--- src/rtl/ps2_scancode_rx.sv ---
// ps2_scancode_rx
//   PS/2 keyboard receiver. Deserializes 11-bit device-to-host frames, strips
//   the set-2 E0 (extended) / F0 (break) prefixes, swallows the Pause (E1)
//   sequence and device responses, and emits one strobe per key event.
//
//   Optional: define KBD_TYPEMATIC_FILTER_EN to suppress typematic repeat
//   makes of the most recently pressed key.
//
// Parameters
//   FILTER_LEN  depth of the ps2_clk glitch filter (clk_sys cycles)
//   TIMEOUT     clk_sys cycles allowed between falls inside a frame
//
// Ports
//   clk_sys       system clock
//   reset_n       asynchronous active-low reset
//   ps2_clk       raw PS/2 clock pin (asynchronous)
//   ps2_data      raw PS/2 data pin (asynchronous)
//   key_strobe    one-cycle pulse per decoded key event
//   key_pressed   1 = make, 0 = break (held between strobes)
//   key_extended  event was prefixed by E0 (held between strobes)
//   key_code      scancode byte, prefixes stripped (held between strobes)
//   frame_err     one-cycle pulse on parity, stop or timeout error
module ps2_scancode_rx #(
   parameter int unsigned FILTER_LEN = 8,
   parameter int unsigned TIMEOUT    = 50000
) (
   input  logic       clk_sys,
   input  logic       reset_n,
   input  logic       ps2_clk,
   input  logic       ps2_data,
   output logic       key_strobe,
   output logic       key_pressed,
   output logic       key_extended,
   output logic [7:0] key_code,
   output logic       frame_err
);

   localparam int unsigned TW = $clog2(TIMEOUT + 1);
   localparam logic [TW-1:0] TO_MAX = TW'(TIMEOUT);

   typedef enum logic [1:0] {S_IDLE, S_DATA, S_PARITY, S_STOP} state_t;

   state_t state, state_nxt;

   logic [1:0]            clk_sync, dat_sync;
   logic [FILTER_LEN-1:0] filt_sr;
   logic                  clk_filt;
   logic                  fall;
   logic                  data_bit;

   logic [TW-1:0] to_cnt;
   logic          tmo_err, stop_ok, stop_bad;

   logic [7:0] shreg;
   logic [2:0] bit_idx;
   logic       par_bit;

   logic       ext_flag, rel_flag;
   logic [2:0] skip_cnt;
   logic       is_resp, key_event, is_repeat;

   // Synchronizers and glitch filter; idle line level is high.
   always_ff @(posedge clk_sys or negedge reset_n) begin
      if (!reset_n) begin
         clk_sync <= '1;
         dat_sync <= '1;
         filt_sr  <= '1;
         clk_filt <= 1'b1;
      end else begin
         clk_sync <= {clk_sync[0], ps2_clk};
         dat_sync <= {dat_sync[0], ps2_data};
         filt_sr  <= {filt_sr[FILTER_LEN-2:0], clk_sync[1]};
         if (&filt_sr)
            clk_filt <= 1'b1;
         else if (filt_sr == '0)
            clk_filt <= 1'b0;
      end
   end

   // Fall is flagged on the cycle the filtered clock is about to drop.
   assign fall     = clk_filt && (filt_sr == '0);
   assign data_bit = dat_sync[1];

   always_ff @(posedge clk_sys or negedge reset_n) begin
      if (!reset_n)
         to_cnt <= '0;
      else if (state == S_IDLE || fall)
         to_cnt <= '0;
      else if (to_cnt != TO_MAX)
         to_cnt <= to_cnt + TW'(1);
   end

   always_ff @(posedge clk_sys or negedge reset_n) begin
      if (!reset_n)
         state <= S_IDLE;
      else
         state <= state_nxt;
   end

   always_comb begin
      state_nxt = state;
      tmo_err   = 1'b0;
      stop_ok   = 1'b0;
      stop_bad  = 1'b0;
      if (state != S_IDLE && to_cnt == TO_MAX) begin
         state_nxt = S_IDLE;
         tmo_err   = 1'b1;
      end else if (fall) begin
         case (state)
            S_IDLE:   if (!data_bit) state_nxt = S_DATA;
            S_DATA:   if (bit_idx == 3'd7) state_nxt = S_PARITY;
            S_PARITY: state_nxt = S_STOP;
            S_STOP: begin
               state_nxt = S_IDLE;
               if (data_bit && (^{shreg, par_bit}))
                  stop_ok = 1'b1;
               else
                  stop_bad = 1'b1;
            end
            default:  state_nxt = S_IDLE;
         endcase
      end
   end

   always_ff @(posedge clk_sys or negedge reset_n) begin
      if (!reset_n) begin
         shreg   <= '0;
         bit_idx <= '0;
         par_bit <= 1'b0;
      end else if (fall) begin
         case (state)
            S_IDLE: bit_idx <= '0;
            S_DATA: begin
               shreg   <= {data_bit, shreg[7:1]};
               bit_idx <= bit_idx + 3'd1;
            end
            S_PARITY: par_bit <= data_bit;
            default: ;
         endcase
      end
   end

   assign is_resp = shreg inside {8'hFA, 8'hAA, 8'hEE, 8'hFE, 8'hFC, 8'h00, 8'hFF};

   // Decoded from the byte still in shreg on the accepting STOP fall, so the
   // registered strobe lands one cycle after that fall.
   assign key_event = stop_ok && (skip_cnt == '0)
                      && !(shreg inside {8'hE0, 8'hF0, 8'hE1})
                      && !(!ext_flag && !rel_flag && is_resp);

`ifdef KBD_TYPEMATIC_FILTER_EN
   logic       rec_valid, rec_ext;
   logic [7:0] rec_code;

   assign is_repeat = !rel_flag && rec_valid && (rec_ext == ext_flag) && (rec_code == shreg);

   always_ff @(posedge clk_sys or negedge reset_n) begin
      if (!reset_n) begin
         rec_valid <= 1'b0;
         rec_ext   <= 1'b0;
         rec_code  <= '0;
      end else if (stop_bad || tmo_err) begin
         rec_valid <= 1'b0;
      end else if (key_event) begin
         if (!rel_flag) begin
            rec_valid <= 1'b1;
            rec_ext   <= ext_flag;
            rec_code  <= shreg;
         end else if (rec_valid && rec_ext == ext_flag && rec_code == shreg) begin
            rec_valid <= 1'b0;
         end
      end
   end
`else
   assign is_repeat = 1'b0;
`endif

   always_ff @(posedge clk_sys or negedge reset_n) begin
      if (!reset_n) begin
         key_strobe   <= 1'b0;
         key_pressed  <= 1'b0;
         key_extended <= 1'b0;
         key_code     <= '0;
         frame_err    <= 1'b0;
         ext_flag     <= 1'b0;
         rel_flag     <= 1'b0;
         skip_cnt     <= '0;
      end else begin
         key_strobe <= 1'b0;
         frame_err  <= stop_bad || tmo_err;
         if (stop_bad) begin
            ext_flag <= 1'b0;
            rel_flag <= 1'b0;
         end else if (stop_ok) begin
            if (skip_cnt != '0)
               skip_cnt <= skip_cnt - 3'd1;
            else if (shreg == 8'hE0)
               ext_flag <= 1'b1;
            else if (shreg == 8'hF0)
               rel_flag <= 1'b1;
            else if (shreg == 8'hE1)
               skip_cnt <= 3'd7;
            if (key_event) begin
               ext_flag <= 1'b0;
               rel_flag <= 1'b0;
               if (!is_repeat) begin
                  key_strobe   <= 1'b1;
                  key_code     <= shreg;
                  key_pressed  <= ~rel_flag;
                  key_extended <= ext_flag;
               end
            end
         end
      end
   end

endmodule

--- config.mk ---
export PLATFORM = sky130hd
export DESIGN_NAME = ps2_scancode_rx
export DESIGN_NICKNAME = d
export VERILOG_FILES = /design/src/rtl/ps2_scancode_rx.sv
export SDC_FILE = /design/constraint.sdc
export NUM_CORES = 1
export LEC_CHECK = 0
export ABC_CLOCK_PERIOD_IN_PS = 2100
export BUFFER_PORTS_ARGS = -buffer_cell sky130_fd_sc_hd__buf_2
export CORE_MARGIN = 10
export CORE_UTILIZATION = 54
export DETAILED_ROUTE_END_ITERATION = 16
export MAX_ROUTING_LAYER = met4
export PLACE_DENSITY = 0.74
export SETUP_SLACK_MARGIN = 0.2
export SYNTH_ARGS = -nofsm -noshare
export SYNTH_HDL_FRONTEND = slang
export SYNTH_SLANG_ARGS = --single-unit
--- constraint.sdc ---
create_clock -name clk_sys -period 2.1 [get_ports clk_sys]
set_input_delay 0.42 -clock clk_sys [delete_from_list [all_inputs] [get_ports clk_sys]]
set_output_delay 0.42 -clock clk_sys [all_outputs]
set_load 0.05 [all_outputs]
==> Flow_metrics.wiki, run 1 <==
{| class="wikitable"
! Metric !! Value
|-
| Result of the run || complete, but fails checks
|-
| Failing checks || negative setup slack
|-
| First-pass GRT wire length || 8742 um
|-
| Die extent in x || 92.00 um
|-
| Yosys top cell area share || 42.02%
|-
| MaxCap Viol Count || 0
|-
| Post-route DRC || 0
|-
| Largest net degree at the start of global routing || 37
|-
| Clock H-tree levels || 3
|-
| Worst Hold Slack || 61.27 ps
|-
| Transition time of the tightest slew-check pin || 545.6 ps
|-
| Ranking of synthesized cells by area || dfrtp_1 (42%), dfstp_2 (12%), ha_1 (4.5%), mux2_4 (4.3%), mux2_2 (3.6%)
|-
| Total wire length || 5312 um
|-
| Number of antenna violations at the first check in global routing || 0
|-
| Average wire per cell in the routed design || 15.09 um
|-
| I/O Buffers || 15
|-
| Post-Synthesis Cells || 240
|-
| First-pass iteration count of the detailed router || 4
|-
| Sum of net half-perimeters after detailed placement || 3370 um
|-
| Num ports || 16
|-
| Antenna violation net count after detailed routing || 0
|-
| Starting density of the core || 55.15%
|-
| Number of flops mapped to enable cells by yosys || 0
|-
| Count of filler cells inserted in the layout || 385
|-
| Total negative slack for setup checks || -4.055 ps
|-
| PD cells || 667.0 mW/mm2
|-
| Quantity of hold-fixing buffers added after cts || 0
|-
| Max-slew violation total from the final report || 0
|-
| Average vias per placed instance || 5.349
|-
| Worst endpoint data arrival time || 2330 ps
|-
| Clk Latency, worst-skew pair || 340 ps
|-
| Total Die Area || 0.008463 mm2
|-
| RSZ-0062 raised after global routing || yes
|-
| Core Region || 0.005075 mm2
|-
| Row count || 26
|-
| Distinct cell type count of the synthesized netlist || 45
|-
| Leading area contributor after synthesis || dfrtp_1
|-
| Peak supply drop || 0.4557 mV
|-
| Global route overflow || 0
|-
| Period utilisation layout || 100.2%
|-
| Required time of the worst setup path || 2320 ps
|-
| Vias in the first global route || 1872
|-
| Hold Violations, Final || 0
|-
| Overall Global Routing Usage || 13.32%
|-
| Most repeated cell in the gate-level netlist after synthesis || dfrtp_1
|-
| Clk slew on worst S/H paths || 70 ps
|-
| Most frequent cells after synthesis || dfrtp_1 (47), nor2_1 (23), inv_1 (16), nand2_1 (16), dfstp_2 (13)
|-
| Ys Warns || 0
|-
| Max Clock Freq || 0.4755 GHz
|-
| Overall via count from detail_route || 1883
|-
| Area growth syn-to-layout || 22.17%
|-
| Crit path kind || flip-flop to flip-flop
|-
| Highest fanout seen on the critical path || 5
|-
| Die Span Y || 92.00 um
|-
| Synth Flop Type || dfrtp_1
|-
| Initial drt markers || 85
|-
| Capturing element type of the critical path || flip-flop
|-
| Slew HR || 63.63%
|-
| Worst Setup Start Kind || flip-flop
|-
| Layout Nets || 291
|-
| Number of nets in the synthesized netlist || 254
|-
| Final clock skew || 4.394 ps
|-
| Path type of the worst min-delay path || primary input to async pin
|-
| Sequential-to-total area share from yosys stat || 54.22%
|-
| Layout cells sized above 1 || 36.52%
|-
| Weighted congestion at the end of routability-driven global placement || 0.7840
|-
| # diodes || 0
|-
| Minimum clock period || 2103 ps
|-
| Slack of the critical path || -3.201 ps
|-
| #FFs+latches synth || 60
|-
| CTS sink cnt || 60
|-
| P_leak || 1.606 nW
|-
| CTS Root Cell || clkbuf_8
|-
| Num CTS Buffers || 9
|-
| Mapped Area || 0.002799 mm2
|-
| Buffer levels on the longest clock path || 2
|-
| Final number of setup-violating endpoints || 2
|-
| Share of synthesized flip-flops with an asynchronous set or reset || 100.0%
|-
| TritonCTS clock tree || built
|-
| Average cell area after synthesis || 11.66 um2
|}
## logic make-up (layout without fill, tap and decap cells)
group | Yosys count | after routing | synth area share, %
DFF | 60 | 60 | 54.22
adders and majority gates | 10 | 10 | 4.470
AOI/OAI and AO/OA | 26 | 26 | 6.348
muxes | 22 | 22 | 10.15
buffers and inverters | 26 | 68 | 3.844
and+or+nand+nor | 78 | 78 | 14.35
xor gates and xnor gates | 18 | 18 | 6.616
## state kept, by name (all words and copies together), names as in the netlist, 2 cells and up
signal / cells
bit_idx: 3
clk_sync: 2
key_code: 8
to_cnt: 16
shreg: 8
filt_sr: 8
state: 2
skip_cnt: 3
dat_sync: 2
## through the flow
step | instance area, um2 | setup slack [ps] | util (%) | cells | power (mW)
after global routing | 3420 | -91.76 | 67.38 | 352 | 2.369
after global placement | 3013 | 103.0 | 59.37 | 324 | 1.248
final | 3420 | -3.201 | 67.38 | 352 | 2.281
after CTS | 3238 | 94.77 | 63.81 | 342 | 2.312
after detailed placement | 3013 | 76.64 | 59.37 | 324 | 1.250
after floorplan | 2835 | 84.87 | - | 240 | 1.216
## where the power goes
group	total [mW]	internal, mW	switching (mW)
logic	0.0373	0.0100	0.0273
registers	1.19	1.18	0.0110
clock network	1.05	0.609	0.442
total	2.28	1.80	0.481
## worst max-delay path, stage by stage, from the launching register on
cell,delay [ps]
dfrtp_1,430
xnor2_1,190
xnor3_1,460
mux2i_4,210
nand4_4,120
buf_12,160
buf_8,130
mux2_4,280
## layer usage
layer,track usage (%),up-vias,share of wire [%]
met5,-,-,0
met4,5.913,0,1.2
met3,5.786,8,5.2
met2,20.18,41,50
met1,14.99,931,44
li1,-,903,-
## area by class of cell
type / count / area [um2] / area share (%)
repair buffers: 36 / 285.3 / 8.342
well taps: 70 / 87.58 / 2.561
flip-flops and latches: 60 / 1524 / 44.57
clock buffers: 12 / 155.1 / 4.537
inverters: 16 / 60.06 / 1.756
clock inverters: 4 / 47.55 / 1.390
multi-input cells: 154 / 1260 / 36.85
## worst paths after layout
kind,startpoint,end,slack (ps),depth (start not counted)
max,shreg[4],key_code[1],-3,7
max reg2reg,shreg[4],key_code[1],-3,7
min,reset_n,key_code[5],60,1
min in group clk_sys,ps2_clk,clk_sync[0],180,1
max in group asynchronous,reset_n,clk_sync[0],1390,2
min reg2reg,dat_sync[0],dat_sync[1],360,0
## cell usage in the layout (no fill, tap or decap), types with 3 or more instances in the layout
cell type   n
ha_1       10
buf_2      15
dfstp_2    13
and3_1      3
nand4_1     5
nor3_1      4
a21oi_1     3
nor2_1     23
buf_12      3
dfrtp_1    42
clkbuf_8   11
mux2i_1     4
buf_4      15
o21ai_0     6
dfrtp_2     5
mux2_2      9
nand2b_1    3
a22oi_1     3
xor2_1      5
xnor2_1    10
mux2_4      8
nand2_1    15
nand3_1     5
inv_1      15
## timing repair
item | CTS | global route
gates resized for setup | 5 | 22
endpoints found under the hold margin | 0 | 0
pin swaps | 0 | 5
gates cloned | 0 | 0
endpoints found under the setup margin | 16 | 22
buffers inserted | 2 | 10
No activity file was read; power rests on OpenSTA's default activity.
==> run 2: changes to the inputs <==
--- a/config.mk
+++ b/config.mk
@@ -5,13 +5,13 @@
 export SDC_FILE = /design/constraint.sdc
 export NUM_CORES = 1
 export LEC_CHECK = 0
-export ABC_CLOCK_PERIOD_IN_PS = 2100
+export ABC_CLOCK_PERIOD_IN_PS = 2660
 export BUFFER_PORTS_ARGS = -buffer_cell sky130_fd_sc_hd__buf_2
 export CORE_MARGIN = 10
-export CORE_UTILIZATION = 54
+export CORE_UTILIZATION = 64
 export DETAILED_ROUTE_END_ITERATION = 16
 export MAX_ROUTING_LAYER = met4
-export PLACE_DENSITY = 0.74
+export PLACE_DENSITY = 0.82
 export SETUP_SLACK_MARGIN = 0.2
 export SYNTH_ARGS = -nofsm -noshare
 export SYNTH_HDL_FRONTEND = slang
==> constraint.sdc (replaced) <==
create_clock -name clk_sys -period 2.66 [get_ports clk_sys]
set_input_delay 0.532 -clock clk_sys [delete_from_list [all_inputs] [get_ports clk_sys]]
set_output_delay 0.532 -clock clk_sys [all_outputs]
set_load 0.05 [all_outputs]
==> run 2 against run 1 <==
The flow now finishes without violations; core utilization grew 8.3 points; worst setup slack gained 300 ps; sequential cell count is the same; wire length shrank 10%; clock power shrank 26%; fmax shrank 11%; non-clock buffer count shrank 18; final area shrank 9.0%; first-iteration DRC count shrank 28%; largest power group unchanged.
==> Flow_metrics.wiki, run 2 (same netlist as run 1, synthesis figures left out) <==
{| class="wikitable"
! Metric !! Value
|-
| Antenna violation net count after detailed routing || 0
|-
| Overall Global Routing Usage || 14.40%
|-
| # diodes || 0
|-
| TritonCTS clock tree || built
|-
| Transition time of the tightest slew-check pin || 453.9 ps
|-
| Highest fanout seen on the critical path || 11
|-
| Largest reg by FF count || to_cnt
|-
| Result of the run || complete, no violations
|-
| Most common library cell in the layout ignoring fill and taps || dfrtp_1
|-
| Logic depth of the worst register-to-register path || 5
|-
| Portion of total power attributed to the clock network || 44.6%
|-
| I/O Buffers || 15
|-
| Vias in the first global route || 1834
|-
| Capturing element type of the critical path || flip-flop
|-
| Core Region || 0.004115 mm2
|-
| Average vias per placed instance || 5.748
|-
| Final clock skew || 9.975 ps
|-
| Peak supply drop || 0.4138 mV
|-
| Logic pwr share || 1.6%
|-
| Total Die Area || 0.007418 mm2
|-
| Max-slew violation total from the final report || 0
|-
| Switching power summed over all nets || 353.8 uW
|-
| Internal power summed over all cells || 1.396 mW
|-
| Largest register FFs || 16
|-
| Worst setup startpoint || shreg[2]
|-
| Num ports || 16
|-
| Max Clock Freq || 0.4240 GHz
|-
| RSZ-0062 raised after global routing || no
|-
| Global route overflow || 0
|-
| Number of antenna violations at the first check in global routing || 0
|-
| Layout Nets || 273
|-
| P_leak || 1.499 nW
|-
| Die Span Y || 86.13 um
|-
| Die extent in x || 86.13 um
|-
| Post-CTS setup buffer count || 0
|-
| Instance area after placement || 0.002924 mm2
|-
| Final number of setup-violating endpoints || 0
|-
| MaxCap Viol Count || 0
|-
| Crit path kind || flip-flop to flip-flop
|-
| Post-CTS sizing || 0
|-
| Row count || 23
|-
| Initial drt markers || 61
|-
| Quantity of hold-fixing buffers added after cts || 0
|-
| Starting density of the core || 68.01%
|-
| Reg-to-reg endpoint || key_code[5]
|-
| Flop-to-flop setup slack || 300 ps
|-
| Slew HR || 69.67%
|-
| Area growth syn-to-layout || 11.22%
|-
| Overall via count from detail_route || 1805
|-
| Required time of the worst setup path || 2880 ps
|-
| Largest net degree at the start of global routing || 61
|-
| Hold Violations, Final || 0
|-
| Worst reg2reg path startpoint || shreg[2]
|-
| Total negative slack for setup checks || 0 ps
|-
| Clock H-tree levels || 3
|-
| CTS sink cnt || 60
|-
| Sum of net half-perimeters after detailed placement || 3307 um
|-
| First-pass GRT wire length || 8204 um
|-
| Net Sw Frac || 20.21%
|-
| Final std cell area, no fill || 0.003113 mm2
|-
| Layout cells sized above 1 || 24.62%
|-
| Path type of the worst min-delay path || primary input to async pin
|-
| Weighted congestion at the end of routability-driven global placement || 0.8114
|-
| Worst Setup Start Kind || flip-flop
|-
| Clk slew on worst S/H paths || 70 ps
|-
| Average wire per cell in the routed design || 15.19 um
|-
| Buffer levels on the longest clock path || 2
|-
| Minimum clock period || 2358 ps
|-
| Num CTS Buffers || 9
|-
| PD cells || 562.2 mW/mm2
|-
| Period utilisation layout || 88.66%
|-
| Post-route DRC || 0
|-
| Sequential power share || 53.8%
|-
| Total wire length || 4770 um
|-
| Worst endpoint data arrival time || 2580 ps
|-
| First-pass iteration count of the detailed router || 4
|-
| Clk Latency, worst-skew pair || 340 ps
|-
| Most frequent cells in the layout || dfrtp_1 (47), nor2_1 (23), inv_1 (16), nand2_1 (16), buf_2 (15)
|-
| CTS Root Cell || clkbuf_8
|}
-- run 2: changes by cell type in the layout (fill, tap and decap cells not counted), sizes merged --
| cell | delta |
|---|---|
| buf | -18 |
| clkbuf | +1 |
| clkinvlp | -1 |
-- run 2: cell type report --
type / instances / area, um2
clock inverter: 3 / 40.04
inverter: 16 / 60.06
sequential: 60 / 1518
tap: 50 / 62.56
fill: 272 / 1002
multi-input combinational: 154 / 1174
timing repair buffer: 18 / 110.1
clock buffer: 13 / 148.9
-- run 2: per-layer routing --
metal  wire, um  track usage [%]  share of wire, %
met1       2120            15.42                44
met2       2383            22.85                50
met3        174            4.352               3.6
met4         91            8.982               1.9
met5          0                -                 0
-- run 2: power groups by stage --
stage          logic [mW]  clock network, mW  registers (mW)
2_1_floorplan     0.00567                  0           0.954
3_3_place_gp       0.0290                  0           0.956
3_5_place_dp       0.0302                  0           0.956
4_1_cts            0.0302              0.803           0.941
5_1_grt            0.0336              0.854           0.942
6_report           0.0287              0.780           0.941
-- run 2: how the worst max path moves through the flow --
stage / end / slack (ps) / cells after the start
3_5_place_dp: key_code[6] / 330 / 5
4_1_cts: key_code[5] / 300 / 5
5_1_grt: key_code[3] / 210 / 5
6_report: key_code[5] / 300 / 5
2_1_floorplan: key_code[0] / 610 / 7
3_3_place_gp: key_code[6] / 370 / 5
-- run 2: worst max-delay path: stages, from the launching register on --
cell and delay [ps]:
dfrtp_1 460, xor2_1 190, xnor3_1 440, mux2i_4 310
nand4_2 400, mux2_4 440
-- run 2: through the flow --
| stage | power [mW] | hold WS [ps] | setup WS, ps | util, % | instances |
|---|---|---|---|---|---|
| 2_1_floorplan | 0.9599 | 236.4 | 613.4 | - | 240 |
| 3_3_place_gp | 0.9847 | 345.8 | 366.7 | 71.06 | 298 |
| 3_5_place_dp | 0.9866 | 349.0 | 326.6 | 71.06 | 298 |
| 4_1_cts | 1.774 | 191.6 | 302.5 | 75.65 | 314 |
| 5_1_grt | 1.830 | 199.4 | 212.6 | 75.65 | 314 |
| 6_report | 1.750 | 180.2 | 301.5 | 75.65 | 314 |
